[src/rtl/mem_arb_pkg.sv]
// mem_arb_pkg: shared state and port-select encodings for the memory port arbiter.
package mem_arb_pkg;
    typedef enum logic [1:0] {
        IDLE   = 2'd0,
        GNT_IF = 2'd1,
        GNT_D  = 2'd2,
        DONE   = 2'd3
    } arb_state_t;
    localparam logic PORT_IF = 1'b0;
    localparam logic PORT_D  = 1'b1;
endpackage

[src/rtl/mem_arb_wait_timer.sv]
// mem_arb_wait_timer: counts grant cycles without ack and flags a hung access.
module mem_arb_wait_timer #(
    parameter int MAX_WAIT = 255
) (
    input  logic i_clk,
    input  logic i_reset,
    input  logic i_clear,
    input  logic i_enable,
    input  logic i_ack,
    output logic o_timeout
);
    localparam int CW = (MAX_WAIT > 0) ? $clog2(MAX_WAIT + 1) : 1;
    localparam logic [CW-1:0] LAST = CW'((MAX_WAIT > 0) ? MAX_WAIT - 1 : 0);
    logic [CW-1:0] r_cnt;
    always_ff @(posedge i_clk) begin
        if (i_reset || i_clear)
            r_cnt <= '0;
        else if (i_enable && !i_ack)
            r_cnt <= r_cnt + CW'(1);
    end
    // Fires in the cycle whose missing ack would bring the count to MAX_WAIT; an ack there wins.
    assign o_timeout = (MAX_WAIT != 0) && i_enable && !i_ack && (r_cnt == LAST);
endmodule

[src/rtl/mem_port_arbiter.sv]
// mem_port_arbiter: shares one req/ack memory between fetch and data ports.
// Define MEM_ARB_ROUND_ROBIN_EN to alternate grants on ties instead of data-first.
module mem_port_arbiter
    import mem_arb_pkg::*;
#(
    parameter int ADDR_W   = 32,
    parameter int DATA_W   = 32,
    parameter int MAX_WAIT = 255
) (
    input  logic                i_clk,
    input  logic                i_reset,
    input  logic                i_if_req,
    input  logic [ADDR_W-1:0]   i_if_addr,
    output logic [DATA_W-1:0]   o_if_rdata,
    output logic                o_if_valid,
    input  logic                i_d_req,
    input  logic                i_d_we,
    input  logic [ADDR_W-1:0]   i_d_addr,
    input  logic [DATA_W-1:0]   i_d_wdata,
    input  logic [DATA_W/8-1:0] i_d_be,
    output logic [DATA_W-1:0]   o_d_rdata,
    output logic                o_d_valid,
    output logic                o_m_req,
    output logic                o_m_we,
    output logic [ADDR_W-1:0]   o_m_addr,
    output logic [DATA_W-1:0]   o_m_wdata,
    output logic [DATA_W/8-1:0] o_m_be,
    input  logic                i_m_ack,
    input  logic [DATA_W-1:0]   i_m_rdata,
    output logic                o_stall,
    output logic                o_err
);
    arb_state_t          r_state;
    logic                r_m_req;
    logic                r_m_we;
    logic [ADDR_W-1:0]   r_m_addr;
    logic [DATA_W-1:0]   r_m_wdata;
    logic [DATA_W/8-1:0] r_m_be;
    logic [DATA_W-1:0]   r_if_rdata;
    logic [DATA_W-1:0]   r_d_rdata;
    logic                r_if_valid;
    logic                r_d_valid;
    logic                r_err;
    logic                w_pick_d;
    logic                w_in_gnt;
    logic                w_timeout;
    logic [DATA_W-1:0]   w_rdata;

`ifdef MEM_ARB_ROUND_ROBIN_EN
    logic r_last;
    assign w_pick_d = i_d_req && (!i_if_req || r_last == PORT_IF);
    always_ff @(posedge i_clk) begin
        if (i_reset)
            r_last <= PORT_IF;
        else if (r_state == IDLE && (i_d_req || i_if_req))
            r_last <= w_pick_d ? PORT_D : PORT_IF;
    end
`else
    assign w_pick_d = i_d_req;
`endif

    assign w_in_gnt = (r_state == GNT_IF) || (r_state == GNT_D);
    // Stores and timeouts return zero so stale bus data never reaches a port.
    assign w_rdata  = (i_m_ack && !r_m_we) ? i_m_rdata : '0;

    mem_arb_wait_timer #(.MAX_WAIT(MAX_WAIT)) u_timer (
        .i_clk     (i_clk),
        .i_reset   (i_reset),
        .i_clear   (r_state == IDLE),
        .i_enable  (w_in_gnt),
        .i_ack     (i_m_ack),
        .o_timeout (w_timeout)
    );

    always_ff @(posedge i_clk) begin
        if (i_reset) begin
            r_state    <= IDLE;
            r_m_req    <= 1'b0;
            r_m_we     <= 1'b0;
            r_m_addr   <= '0;
            r_m_wdata  <= '0;
            r_m_be     <= '0;
            r_if_rdata <= '0;
            r_d_rdata  <= '0;
            r_if_valid <= 1'b0;
            r_d_valid  <= 1'b0;
            r_err      <= 1'b0;
        end else begin
            r_if_valid <= 1'b0;
            r_d_valid  <= 1'b0;
            r_err      <= 1'b0;
            case (r_state)
                IDLE: if (i_d_req || i_if_req) begin
                    r_state   <= w_pick_d ? GNT_D : GNT_IF;
                    r_m_req   <= 1'b1;
                    r_m_we    <= w_pick_d && i_d_we;
                    r_m_addr  <= w_pick_d ? i_d_addr : i_if_addr;
                    r_m_wdata <= w_pick_d ? i_d_wdata : '0;
                    r_m_be    <= w_pick_d ? i_d_be : '1;
                end
                GNT_IF, GNT_D: if (i_m_ack || w_timeout) begin
                    r_state <= DONE;
                    r_m_req <= 1'b0;
                    r_err   <= w_timeout;
                    if (r_state == GNT_D) begin
                        r_d_rdata <= w_rdata;
                        r_d_valid <= 1'b1;
                    end else begin
                        r_if_rdata <= w_rdata;
                        r_if_valid <= 1'b1;
                    end
                end
                default: r_state <= IDLE;
            endcase
        end
    end

    assign o_m_req    = r_m_req;
    assign o_m_we     = r_m_we;
    assign o_m_addr   = r_m_addr;
    assign o_m_wdata  = r_m_wdata;
    assign o_m_be     = r_m_be;
    assign o_if_rdata = r_if_rdata;
    assign o_if_valid = r_if_valid;
    assign o_d_rdata  = r_d_rdata;
    assign o_d_valid  = r_d_valid;
    assign o_err      = r_err;
    assign o_stall    = (i_if_req && !r_if_valid) || (i_d_req && !r_d_valid);
endmodule

[config.mk]
export PLATFORM = sky130hd
export DESIGN_NAME = mem_port_arbiter
export DESIGN_NICKNAME = d
export VERILOG_FILES = /design/src/rtl/mem_arb_pkg.sv /design/src/rtl/mem_arb_wait_timer.sv /design/src/rtl/mem_port_arbiter.sv
export SDC_FILE = /design/constraint.sdc
export NUM_CORES = 1
export LEC_CHECK = 0
export ABC_AREA = 1
export BUFFER_PORTS_ARGS = -buffer_cell sky130_fd_sc_hd__buf_2
export CAP_MARGIN = 30
export CORE_AREA = 2 2 165 86
export DETAILED_ROUTE_END_ITERATION = 16
export DIE_AREA = 0 0 167 88
export HOLD_SLACK_MARGIN = 0.08
export MAX_ROUTING_LAYER = met4
export PLACE_DENSITY = 0.8
export SLEW_MARGIN = 0
export SYNTH_ARGS = -nofsm -noshare
export SYNTH_HDL_FRONTEND = slang
export SYNTH_SLANG_ARGS = --single-unit
[constraint.sdc]
create_clock -name i_clk -period 2.6 [get_ports i_clk]
set_clock_uncertainty 0.15 [all_clocks]
set_input_delay 0.39 -clock i_clk [delete_from_list [all_inputs] [get_ports i_clk]]
set_output_delay 0.39 -clock i_clk [all_outputs]
set_load 0.03 [all_outputs]
# After elaboration in Yosys (flattened, before gate mapping)
# Index checks and enable logic that the tools add are counted.
# W data, S select, Z words.
# word_totals
reg_bits	147
in_bits	138
out_inout_bits	138
wordCells	58
# op_classes
add_sub_neg	1
n_eq_ne	5
muxes	13
bitwise	3
reduce_logical	24
# op_table
operator	n
$mux W32	3
$reduce_and A3 Y1	3
$add A8 B1 Y8 const B	1
$eq A8 B8 Y1 const B	1
$logic_and A1 B1 Y1	6
$mux W2	3
$logic_or A1 B1 Y1	5
$logic_not A1 Y1	4
$mux W1	4
$mux W4	1
$ne A2 B2 Y1 const B	2
$pmux W2 S2	1
$reduce_and A2 Y1	2
$not A1 Y1	3
$reduce_or A3 Y1	1
$eq A2 B1 Y1 const B	1
$eq A2 B2 Y1 const B	1
$logic_not A2 Y1	1
$pmux W1 S2	1
$reduce_bool A2 Y1	1
$reduce_or A2 Y1	1

# Longest topological paths before layout
# depth
depth_word	7
ltp_mapped	11
depth_no_buf	11

# Cells and area by module
# From an unflattened synthesis, not the netlist that was laid out.
# hier_totals
hier_cells	868
area_unflattened_um2	6134.6
# by_module_without_submodules
mod	instances	cells_each	area_each_um2	seq_area_each_um2
mem_port_arbiter	1	806	5705.5	2782.7
mem_arb_wait_timer	1	62	429.2	160.2

# Worst setup path before layout
# Ideal clock, no wire load.
# synth_path
path_kind	input to output
startpoint	input port i_d_req
endpoint	output port o_stall
arrival_ps	1450
t_required_ps	2060
setup_slack_ps	610
stages	4
n_path_buf	2
cell_sequence	buf_2 > clkinv_1 > clkbuf_1 > o22ai_1
# synth_between
elab_chain_len	2
# synth_lines
element	line_no	source
start: declaration	mem_port_arbiter.sv:16	input logic i_d_req,
$logic_and A1 B1 Y1	mem_port_arbiter.sv:128	assign o_stall = (i_if_req && !r_if_valid) || (i_d_req && !r_d_valid);
$logic_or A1 B1 Y1	mem_port_arbiter.sv:128	
end: declaration	mem_port_arbiter.sv:30	output logic o_stall,
# Every way passes these cells.

# Worst setup path in the final report
# layout_path
startpoint	register r_state[0]
endpoint	register r_m_addr[31], in the netlist o_m_addr[31]
# layout_between
elab_chain_len	2
# layout_lines
element	line_no	source
start: declaration	mem_port_arbiter.sv:33	arb_state_t r_state;
start signal: assignment	mem_port_arbiter.sv:94	r_state <= w_pick_d ? GNT_D : GNT_IF;
$logic_not A2 Y1	mem_port_arbiter.sv:92	case (r_state)
$reduce_and A2 Y1 (no source line)	--	
end signal: assignment	mem_port_arbiter.sv:97	r_m_addr <= w_pick_d ? i_d_addr : i_if_addr;
end: declaration	mem_port_arbiter.sv:36	logic [ADDR_W-1:0] r_m_addr;
# Every way passes these cells.
# A chain may end at the register's enable or synchronous reset.

==> results.sh <==
export IMPL_yosysWarnings=0
export IMPL_synth_xor_area_share_pct=0
export IMPL_num_vias=6548
export IMPL_cp_slowest_stage_delay_ns=0.55
export IMPL_postSynthAreaPerCell_um2=7.085
export IMPL_hold_start="i_d_wdata[6]"
export IMPL_end_kind="flip-flop"
export IMPL_timing_setup_tns_ns=0
export IMPL_final_hold_viol_count=0
export IMPL_swShare_pct=43.64
export IMPL_dp_slack_ns=0.5803
export IMPL_fin_area_um2=8487
export IMPL_fillerInstances=1174
export IMPL_final_layout_size_suffix_gt1_share_pct=29.18
export IMPL_place_congestion=0.8920
export IMPL_grtUsageMet1_pct=33.93
export IMPL_slew_headroom_pct=58.04
export IMPL_comb_power_share_pct=42.5
export IMPL_clkPwrFrac_pct=25.7
export IMPL_holdCritPathClass="primary input to flip-flop"
export IMPL_worst_hold_slack_ns=0.09208
export IMPL_syn_nets=1006
export IMPL_cts_max_level=4
export IMPL_antenna_found_initial=1
export IMPL_initial_core_util_pct=46.15
export IMPL_maxCapViolCount=0
export IMPL_setup_violations=0
export IMPL_synth_cells=863
export IMPL_startpoint_type="flip-flop"
export IMPL_dr_pass1_iters=5
export IMPL_rrSetupSlack_ns=0.41
export IMPL_final_cell_mix="buf_2, nand2_1, dfxtp_1"
export IMPL_p_leak_nw=4.391
export IMPL_crit_type="flip-flop to flip-flop"
export IMPL_drc_errors=0
export IMPL_use_met2_pct=39.99
export IMPL_synth_top_family_by_area="simple AND/OR/NAND/NOR gates"
export IMPL_ir_drop_mv=0.5015
export IMPL_drv_slew=0
export IMPL_hold_end="o_m_wdata[6]"
export IMPL_layout_commonest_cell="buf_2"
export IMPL_synth_area_um2=6115
export IMPL_vias_per_cell=4.916
export IMPL_cts_made_buffers=17
export IMPL_first_iter_violations=423
export IMPL_worst_slew_pin_slew_ns=0.6285
export IMPL_synth_seq_cells=147
export IMPL_grt_overflow_total=0
export IMPL_muxShareOfSynthArea_pct=0
export IMPL_cp_cell_sequence="inv_1 > ha_1 > o21ai_2 > inv_2 > buf_12 > o21ai_0 > a31oi_1 > dlygate4sd3_1"
export IMPL_avgRoutedWirePerCell_um=13.92
export IMPL_path_clk_slew_ns=0.07
export IMPL_register_area_um2=2943
export IMPL_die_w_um=167
export IMPL_grt_busiest_layer="met2"
export IMPL_clock_sinks=147
export IMPL_area_growth_pct=38.80
export IMPL_power_switching_w=0.004295
export IMPL_synth_compound_area_share_pct=14.43
export IMPL_power_density_nw_per_um2=1160
export IMPL_dieArea_um2=14700
export IMPL_die_h_um=88
export IMPL_synth_cell_type_count=26
export IMPL_rr_startpoint="r_state[0]"
export IMPL_path_delay_family="buffers and inverters"
export IMPL_wl_mm=18.54
export IMPL_cp_max_fo=68
export IMPL_startpoint="r_state[0]"
export IMPL_yosys_area_share_simple_pct=27.56
export IMPL_placed_area_um2=7567
export IMPL_fp_row_count=30
export IMPL_cts_buffer_depth=2
export IMPL_cts_root_buf="clkbuf_16"
export IMPL_ff2ff_path_depth=8
export IMPL_grtUsageTotal_pct=25.88
export IMPL_outcome="complete, no violations"
export IMPL_reg2reg_to="o_m_addr[31]"
export IMPL_dp_final_hpwl_mm=12.43
export IMPL_final_nets=1285
export IMPL_clkLatencyLatePin_ns=0.41
export IMPL_path_buf_inv=4
export IMPL_grt_max_degree=71
export IMPL_yosysSeqAreaShare_pct=48.13
export IMPL_multiInputGateArea_um2=2630
export IMPL_fmax_mhz=456.5
export IMPL_tritoncts="built"
export IMPL_worst_path_max_delay_cell="dlygate4sd3_1"
export IMPL_arrival_ns=2.40
export IMPL_grt_pass1_vias=5991
export IMPL_fin_crit_ns=2.191
export IMPL_ant_nets=0
export IMPL_ios=276
export IMPL_use_met3_pct=6.146
export IMPL_p_int_w=0.005547
export IMPL_synthAdderAreaFrac_pct=1.023
export IMPL_setup_ws_ns=0.4092
export IMPL_whs_path_depth=3
export IMPL_port_buffers=275
export IMPL_design_core_area_um2=13250
export IMPL_postCtsSetupBuffers=0
export IMPL_rsz0062_at_grt="false"
export IMPL_grt_first_pass_wirelength_mm=29.73
export IMPL_fin_crit_sh_pct=84.26
export IMPL_crit_required_ns=2.81
export IMPL_pwr_share_seq_pct=31.8
[area by class of cell]
class                      count  share of cell area, %
multi-input combinational    588                  30.99
clock buffer                  17                  5.013
sequential                   147                  34.67
tap                          176                  2.595
antenna                        1                0.02949
clock inverter                15                  2.256
timing repair buffer         318                  21.35
inverter                      70                  3.096
[power groups by stage]
stage | registers, W | logic [W] | clock network [W]
after floorplan | 0.00425 | 0.00194 | 0
after global placement | 0.00315 | 0.00407 | 0
after detailed placement | 0.00317 | 0.00411 | 0
after CTS | 0.00313 | 0.00416 | 0.00257
after global routing | 0.00319 | 0.00459 | 0.00268
final | 0.00313 | 0.00418 | 0.00253
[Yosys cell counts]
cell | number | area share, %
nand3_2 | 3 | 0.49
inv_1 | 66 | 4.1
nor2_1 | 104 | 6.4
o221a_2 | 4 | 0.74
inv_2 | 2 | 0.12
a31oi_1 | 32 | 3.3
ha_1 | 5 | 1.0
nor2_4 | 1 | 0.18
buf_6 | 6 | 1.1
clkinv_1 | 2 | 0.12
nor3b_1 | 1 | 0.12
buf_1 | 5 | 0.31
a21oi_4 | 1 | 0.27
o21ai_0 | 38 | 3.1
o22ai_1 | 1 | 0.10
nand2_1 | 265 | 16
nor2_2 | 2 | 0.20
nor4_1 | 1 | 0.10
o21ai_2 | 1 | 0.14
clkbuf_1 | 34 | 2.1
dfxtp_1 | 147 | 48
buf_2 | 13 | 1.1
nand2_2 | 2 | 0.20
nor3_1 | 4 | 0.33
nand3_1 | 40 | 3.3
a21oi_1 | 83 | 6.8
[how the worst max path moves through the flow]
stage                          endpoint  slack, ns  depth (start not counted)
after CTS                  o_m_addr[31]       0.44                          8
after floorplan                 o_stall       0.61                          4
final                      o_m_addr[31]       0.41                          8
after global routing       o_m_addr[31]       0.28                          8
after global placement    o_if_rdata[7]       0.61                          9
after detailed placement   o_d_rdata[6]       0.58                         11
[registers in the layout (all words and copies together), names as in the netlist]
name,flops
o_d_rdata,32
o_if_rdata,32
o_m_addr,32
o_m_wdata,32
u_timer.r_cnt,8
o_m_be,4
r_state,2
o_d_valid,1
o_err,1
o_if_valid,1
o_m_req,1
o_m_we,1
[through the flow]
| stage | instances | total power [W] | util, % |
|---|---|---|---|
| 6_report | 1332 | 0.009842 | 64.05 |
| 4_1_cts | 1330 | 0.009864 | 63.96 |
| 3_5_place_dp | 1269 | 0.007279 | 57.11 |
| 5_1_grt | 1332 | 0.01046 | 64.05 |
| 3_3_place_gp | 1269 | 0.007225 | 57.11 |
| 2_1_floorplan | 863 | 0.006198 | - |
[logic make-up after synthesis]
group	Yosys count
simple gates	423
compound gates	160
flops	147
buf+inv	128
fa+ha+maj	5
[worst min-delay path: stages]
cell	delay, ns
buf_2	0.10
nand2_1	0.06
a21oi_1	0.06
[per-layer routing]
layer  part of all wire, %  vias to the layer above
li1                      -                     3305
met1                    46                     2943
met2                    45                      265
met3                   7.4                       35
met4                   2.1                        0
met5                     0                        -
[timing repair]
item / in CTS / in global routing
hold buffers: 29 / 1
resized for setup: 0 / 0
endpoints found under the hold margin: 28 / 1
No activity file was read; power rests on OpenSTA's default activity.
